### src/rtl/memory_master_pkg.sv
// Shared types and default geometry for the memory_master burst engine.
// Imported by the top and by the burst counter.
package memory_master_pkg;

    localparam int DEF_WORD_SIZE = 16;
    localparam int DEF_ADDR_SIZE = 16;
    localparam int DEF_LEN_SIZE  = 4;

    typedef enum logic [2:0] {
        ST_IDLE     = 3'd0,
        ST_WRITE    = 3'd1,
        ST_RD_ISSUE = 3'd2,
        ST_RD_WAIT  = 3'd3,
        ST_RD_RESP  = 3'd4
    } state_e;

endpackage

### src/rtl/memory_master_burst_counter.sv
// Burst address/length tracker: loads the start address and word count,
// steps one word at a time with natural address wrap, flags the final word.
module burst_counter
    import memory_master_pkg::*;
#(
    parameter int ADDR_SIZE = DEF_ADDR_SIZE,
    parameter int LEN_SIZE  = DEF_LEN_SIZE
) (
    input  logic                 i_clk,
    input  logic                 i_rst,
    input  logic                 i_load,
    input  logic                 i_step,
    input  logic [ADDR_SIZE-1:0] i_addr,
    input  logic [LEN_SIZE-1:0]  i_len,
    output logic [ADDR_SIZE-1:0] o_addr,
    output logic [LEN_SIZE-1:0]  o_remaining,
    output logic                 o_last
);

    logic [ADDR_SIZE-1:0] r_addr;
    logic [LEN_SIZE-1:0]  r_remaining;

    // Address and remaining-count registers; load wins over step.
    always_ff @(posedge i_clk) begin
        if (i_rst) begin
            r_addr      <= '0;
            r_remaining <= '0;
        end else if (i_load) begin
            r_addr      <= i_addr;
            r_remaining <= i_len;
        end else if (i_step) begin
            r_addr      <= r_addr + {{(ADDR_SIZE-1){1'b0}}, 1'b1};
            r_remaining <= r_remaining - {{(LEN_SIZE-1){1'b0}}, 1'b1};
        end else begin
            r_addr      <= r_addr;
            r_remaining <= r_remaining;
        end
    end

    assign o_addr      = r_addr;
    assign o_remaining = r_remaining;
    assign o_last      = (r_remaining == '0);

endmodule

### src/rtl/memory_master.sv
// Burst master for a single-port synchronous memory: write bursts at one
// word per cycle, read bursts at three cycles per word with valid/ready out.
module memory_master
    import memory_master_pkg::*;
#(
    parameter int WORD_SIZE = DEF_WORD_SIZE,
    parameter int ADDR_SIZE = DEF_ADDR_SIZE,
    parameter int LEN_SIZE  = DEF_LEN_SIZE
) (
    input  logic                 clk,
    input  logic                 rst,
    input  logic                 req_valid,
    output logic                 req_ready,
    input  logic                 req_write,
    input  logic [ADDR_SIZE-1:0] req_addr,
    input  logic [LEN_SIZE-1:0]  req_len,
    input  logic                 wr_valid,
    output logic                 wr_ready,
    input  logic [WORD_SIZE-1:0] wr_data,
    output logic                 rd_valid,
    input  logic                 rd_ready,
    output logic [WORD_SIZE-1:0] rd_data,
    output logic                 rd_last,
    output logic                 done,
    output logic [ADDR_SIZE-1:0] mem_addr,
    output logic [WORD_SIZE-1:0] mem_data_in,
    output logic                 mem_we,
    output logic                 mem_oe,
    input  logic [WORD_SIZE-1:0] mem_data_out
);

    state_e               r_state;
    state_e               w_state_nxt;
    logic [WORD_SIZE-1:0] r_rd_data;
    logic                 r_done;

    logic [ADDR_SIZE-1:0] w_cur_addr;
    logic [LEN_SIZE-1:0]  w_remaining;
    logic                 w_last;
    logic                 w_load;
    logic                 w_step;
    logic                 w_mem_we;
    logic                 w_mem_oe;
    logic [WORD_SIZE-1:0] w_mem_data_in;

    burst_counter #(
        .ADDR_SIZE (ADDR_SIZE),
        .LEN_SIZE  (LEN_SIZE)
    ) u_burst_counter (
        .i_clk       (clk),
        .i_rst       (rst),
        .i_load      (w_load),
        .i_step      (w_step),
        .i_addr      (req_addr),
        .i_len       (req_len),
        .o_addr      (w_cur_addr),
        .o_remaining (w_remaining),
        .o_last      (w_last)
    );

    // FSM state register.
    always_ff @(posedge clk) begin
        if (rst) begin
            r_state <= ST_IDLE;
        end else begin
            r_state <= w_state_nxt;
        end
    end

    // Read-data capture (only in the cycle the memory drives its output) and done pulse.
    always_ff @(posedge clk) begin
        if (rst) begin
            r_rd_data <= '0;
            r_done    <= 1'b0;
        end else begin
            if (r_state == ST_RD_WAIT) begin
                r_rd_data <= mem_data_out;
            end else begin
                r_rd_data <= r_rd_data;
            end
            r_done <= w_step & w_last;
        end
    end

    // Next-state, handshake and memory-strobe decode.
    always_comb begin
        w_state_nxt   = r_state;
        req_ready     = 1'b0;
        wr_ready      = 1'b0;
        rd_valid      = 1'b0;
        rd_last       = 1'b0;
        w_mem_we      = 1'b0;
        w_mem_oe      = 1'b0;
        w_mem_data_in = '0;
        w_load        = 1'b0;
        w_step        = 1'b0;
        case (r_state)
            ST_IDLE: begin
                req_ready = 1'b1;
                if (req_valid) begin
                    w_load      = 1'b1;
                    w_state_nxt = req_write ? ST_WRITE : ST_RD_ISSUE;
                end else begin
                    w_state_nxt = ST_IDLE;
                end
            end
            ST_WRITE: begin
                wr_ready      = 1'b1;
                w_mem_we      = wr_valid;
                w_mem_data_in = wr_data;
                if (wr_valid) begin
                    w_step      = 1'b1;
                    w_state_nxt = w_last ? ST_IDLE : ST_WRITE;
                end else begin
                    w_state_nxt = ST_WRITE;
                end
            end
            ST_RD_ISSUE: begin
                w_mem_oe    = 1'b1;
                w_state_nxt = ST_RD_WAIT;
            end
            ST_RD_WAIT: begin
                w_state_nxt = ST_RD_RESP;
            end
            ST_RD_RESP: begin
                rd_valid = 1'b1;
                rd_last  = w_last;
                if (rd_ready) begin
                    w_step      = 1'b1;
                    w_state_nxt = w_last ? ST_IDLE : ST_RD_ISSUE;
                end else begin
                    w_state_nxt = ST_RD_RESP;
                end
            end
            default: begin
                w_state_nxt = ST_IDLE;
            end
        endcase
    end

    // Strobes are forced low while reset is held, whatever state is current.
    assign mem_we      = w_mem_we & ~rst;
    assign mem_oe      = w_mem_oe & ~rst;
    assign mem_addr    = w_cur_addr;
    assign mem_data_in = w_mem_data_in;
    assign rd_data     = r_rd_data;
    assign done        = r_done;

endmodule

### config.mk
export PLATFORM = sky130hd
export DESIGN_NAME = memory_master
export DESIGN_NICKNAME = d
export VERILOG_FILES = /design/src/rtl/memory_master_pkg.sv /design/src/rtl/memory_master_burst_counter.sv /design/src/rtl/memory_master.sv
export SDC_FILE = /design/constraint.sdc
export NUM_CORES = 1
export LEC_CHECK = 0
export BUFFER_PORTS_ARGS = -buffer_cell sky130_fd_sc_hd__buf_4
export CORE_MARGIN = 3
export CORE_UTILIZATION = 30
export DETAILED_ROUTE_END_ITERATION = 10
export HOLD_SLACK_MARGIN = 0.1
export MAX_ROUTING_LAYER = met4
export PLACE_DENSITY = 0.66
export SLEW_MARGIN = 0
export SYNTH_ARGS = -nofsm -noshare
export SYNTH_HDL_FRONTEND = slang
export SYNTH_HIERARCHICAL = 1
export SYNTH_SLANG_ARGS = --single-unit
### constraint.sdc
create_clock -name clk -period 2.6 [get_ports clk]
set_input_delay 0.78 -clock clk [delete_from_list [all_inputs] [get_ports clk]]
set_output_delay 0.78 -clock clk [all_outputs]
set_load 0.02 [all_outputs]
### Word-level counts from Yosys, hierarchy flattened

Index checks and enable logic that the tools add are counted.

* register bits: 40
* bits of input ports: 58
* word-level logic and storage cells: 41

* add/subtract/negate cells: 2
* equality and inequality tests: 4
* muxes and demuxes: 23
* bitwise operators: 4
* reductions and logical operators: 3

Operators with widths (count)
* 2-to-1 mux 16 bit: 3
* adder 16 x 1 -> 16 bit (second input constant): 1
* one-hot mux 3 bit (5 select lines): 1
* 2-to-1 mux 1 bit: 12
* 2-to-1 mux 4 bit: 2
* equality test 3 x 2 -> 1 bit (second input constant): 2
* 2-to-1 mux 2 bit: 3
* logical NOT 4 bit: 1
* subtractor 4 x 1 -> 4 bit (second input constant): 1
* AND 1 bit: 3
* equality test 3 x 1 -> 1 bit (second input constant): 1
* equality test 3 bit (second input constant): 1
* logical NOT 3 bit: 1
* 2-to-1 mux 3 bit: 1
* one-hot mux 1 bit (2 select lines): 1
* nonzero test 2 bit: 1
* NOT 1 bit: 1

### Longest topological paths before layout

* word-level depth: 4
* mapped depth: 8
* depth with buffers taken out: 6

### Hierarchy

The synthesis kept the hierarchy.

By module, submodules not included
* burst_counter: times used 1, cells an instance 129, area each 1087.3 um2, sequential area each 400.4 um2
* memory_master: times used 1, cells an instance 117, area each 1004.7 um2, sequential area each 400.4 um2

### Worst setup path after synthesis

No wires, ideal clock.

* path type: input-to-output
* start: input port rst
* end: output port mem_oe
* data arrival time: 1.705 ns
* required time: 1.820 ns
* setup slack: 0.115 ns
* cell stages on the path: 2
* buffers on the path: 1
* path through: clkbuf_1 > nor4b_1

* word-level cells in the longest chain between the ends: 2

Ends and longest elaborated chain
* start, declared: RTL line memory_master.sv:11 `input logic rst,`
* NOT 1 bit: RTL line memory_master.sv:143 `assign mem_oe = w_mem_oe & ~rst;`
* AND 1 bit: RTL line memory_master.sv:143
* end, declared: RTL line memory_master.sv:28 `output logic mem_oe,`

Every way passes these cells.

### Worst setup path after layout

* start: register r_state[2]
* end: output port mem_we

* word-level cells in the longest chain between the ends: 3

Ends and longest elaborated chain
* start, declared: RTL line memory_master.sv:32 `state_e r_state;`
* start signal, assigned: RTL line memory_master.sv:66 `r_state <= w_state_nxt;`
* equality test 3 x 1 -> 1 bit: RTL line memory_master.sv:97 `case (r_state)`
* 2-to-1 mux 1 bit: RTL line memory_master.sv:97
* AND 1 bit: RTL line memory_master.sv:142 `assign mem_we = w_mem_we & ~rst;`
* end, declared: RTL line memory_master.sv:27 `output logic mem_we,`

Every way passes these cells.

==> run metrics <==
DRC 0; Setup TNS 0 ps; setup repair bufs after CTS 0; Sw Share between 30% and 40%; number of synthesized register bits 40; FF+latch area 801 um^2; multi-input logic area roughly 1100 um^2; Comb power frac around 28%; global placement routability congestion between 0.7 and 0.8; syn nets 306; detailed placer's ending HPWL around 4400 um; leakage power about 0.0013 uW; Via density around 4.5; fillers 658; Distinct cells, synth 42; Sink Count 40; hold crit path type flip-flop to flip-flop; WL/cell approximately 13 um; CP required roughly 1800 ps; vias in the first global route around 2000; period utilization ~91%; Final Setup Violations 0; largest net degree at the start of global routing 30; Peak Freq between 400 and 500 MHz; post-synth top area share between 30% and 40%; CTS root buf clkbuf_8; outcome finished clean; Synth area leader dfxtp_1; critical path class flip-flop to output pin; initial core utilization 31.9%; Skew-Pair Late Insertion Delay roughly 280 ps; pre-CTS WS 326 ps; Mean Syn Cell Area roughly 8.5 um^2; NumNets Final around 420; internal power ~1100 uW; P&R area growth vs syn 45.9%; crit path max-delay cell type nor3b_4; Congestion Overflow GR 0; cell count after synthesis ~250; final worst setup slack between 200 and 250 ps; Seq/Total Area, Yosys a little under two fifths; commonest non-fill, non-tap cell in the layout buf_4; Slew headroom 53.6%; Tightest Pin Transition 697 ps; layout cells sized above 1 slightly above 40%; Post-CTS Resized 0; drt total wl between 5000 and 6000 um; Die W approximately 90 um; first-pass GRT wire length roughly 9300 um; num rows 29; TritonCTS clock tree built; Power Density 513 nW/um^2; Finished Layout Cells 449; CTS H-Tree Depth 2; GRT Total Usage between 10% and 20%; core area 6570 um^2; Max Buffers Root-to-Sink 2; num ports between 100 and 150; min Tclk post-route ~2400 ps; number of diodes 0; total power around 1600 uW; reg-to-reg setup timing slack 610 ps; ANT nets after route 0; total number of vias 2009; critical path, cell by cell nor3b_4, and3b_1, buf_4; CP Capture Type output pin; highest-count cells in the layout ignoring fill and taps 118 x buf_4, 46 x nand2_1, 40 x dfxtp_1; Mapped Area roughly 2100 um^2; RSZ-0062 raised after global routing false; Synthesis Warnings 6; maximum VDD drop ~0.25 mV; initial antenna violation count 0; Worst Path Arrival about 1600 ps; placed cell count roughly 440; Hold Fails Final Rpt 0; Max Slew Vio Count 0; Clk pwr share 26.9%; hold_buf cts 0; CP max FO 18; I/O Buffers approximately 110; Final Skew between 5 and 6 ps; top cells by area, synth dfxtp_1 38%, nand2_1 8.3%, and2_1 5.4%; die area approximately 8000 um^2; Iteration-0 DRC Markers 50; die span in y between 80 and 90 um; NetSw around 480 uW; Detailed Routing Iterations Pass 1 4; Num CTS Buffers 5; Max-Cap Viols 0; startpoint type of the worst setup path flip-flop; Max stage delay on crit path roughly 520 ps; Sequential Power Share between 40% and 50%; CTS clk-pin slew, worst paths approximately 70 ps
-- metrics by stage --
step	hold WS, ps	area, um^2	util (%)
floorplan	526	2090	-
global placement	443	2960	45.1
detailed placement	450	2960	45.1
CTS	462	3050	46.5
global route	481	3050	46.5
finish	459	3050	46.5
-- cells in the mapped netlist --
| cell type | instances |
|---|---|
| clkbuf_1 | 4 |
| buf_4 | 4 |
| xor2_1 | 3 |
| a21oi_1 | 19 |
| nand3b_2 | 1 |
| or3_1 | 2 |
| xnor2_1 | 12 |
| nand4_1 | 3 |
| mux2i_1 | 2 |
| a211oi_1 | 9 |
| nand4_2 | 1 |
| or3_2 | 1 |
| a311oi_1 | 3 |
| buf_6 | 4 |
| a2111oi_1 | 1 |
| dfxtp_1 | 40 |
| nand2_2 | 3 |
| nand3b_1 | 2 |
| nor4_1 | 5 |
| ha_1 | 2 |
| clkbuf_4 | 1 |
| and3b_1 | 3 |
| nand3_4 | 1 |
| nand3_1 | 3 |
| nor3b_4 | 1 |
| o21ai_0 | 3 |
| nor3b_1 | 1 |
| nand4_4 | 1 |
| nor4b_1 | 2 |
| buf_2 | 1 |
| a21oi_2 | 9 |
| nor2_1 | 17 |
| and2_1 | 18 |
| o41ai_1 | 1 |
| nor3b_2 | 1 |
| nor3_1 | 4 |
| nand2_1 | 46 |
| o21bai_1 | 1 |
| inv_1 | 8 |
| a21o_1 | 1 |
| buf_12 | 1 |
| dlymetal6s2s_1 | 1 |
-- area by class of cell --
type                       instances  area share, %
multi-input combinational        182           36.9
timing repair buffer             118           29.0
sequential                        40           26.2
tap                               93           3.81
clock buffer                       6           2.71
inverter                           8          0.984
clock inverter                     2          0.328
-- worst paths after layout --
check | from | endpoint | cells after the start
setup / recovery | r_state[2] | mem_we | 3
hold / removal | rd_data[0] | rd_data[0] | 2
setup reg to reg | r_state[2] | u_burst_counter/o_addr[7] | 5
hold reg to reg | rd_data[0] | rd_data[0] | 2
-- kinds of logic after synthesis --
kind of cell / Yosys count / share of synthesized area (%)
muxes: 2 / 0.957
adders and majority gates: 2 / 1.20
DFF: 40 / 38.3
and+or+nand+nor: 116 / 30.3
buffers and inverters: 24 / 7.89
xor gates and xnor gates: 15 / 6.28
AOI/OAI and AO/OA: 47 / 15.1
-- per-layer routing --
metal / wire, um / up-vias / part of all wire [%] / GRT usage (%)
met5: 0 / - / 0 / -
met4: 27 / 0 / 0.47 / 3.38
met3: 360 / 4 / 6.3 / 3.96
met2: 2730 / 55 / 48 / 24.1
met1: 2570 / 893 / 45 / 18.9
li1: - / 1057 / - / -
-- registers in the layout, summed over array words and instances, names as in the netlist --
register,count
done,1
r_state,3
rd_data,16
u_burst_counter/o_addr,16
u_burst_counter/o_remaining,4
-- power by group through the flow --
stage                     logic (uW)  clock network, uW  registers [uW]
after floorplan                  221                  0             749
after global placement           435                  0             722
after detailed placement         439                  0             722
after CTS                        440                444             708
after global routing             481                463             715
final                            435                422             708
-- worst max-delay path: cells and delay by family, from the launching register on --
kind / cells / cell delay (ps)
buf+inv: 1 / 140
simple gates: 2 / 760
flops: 1 / 420
No activity file was read; power rests on OpenSTA's default activity.
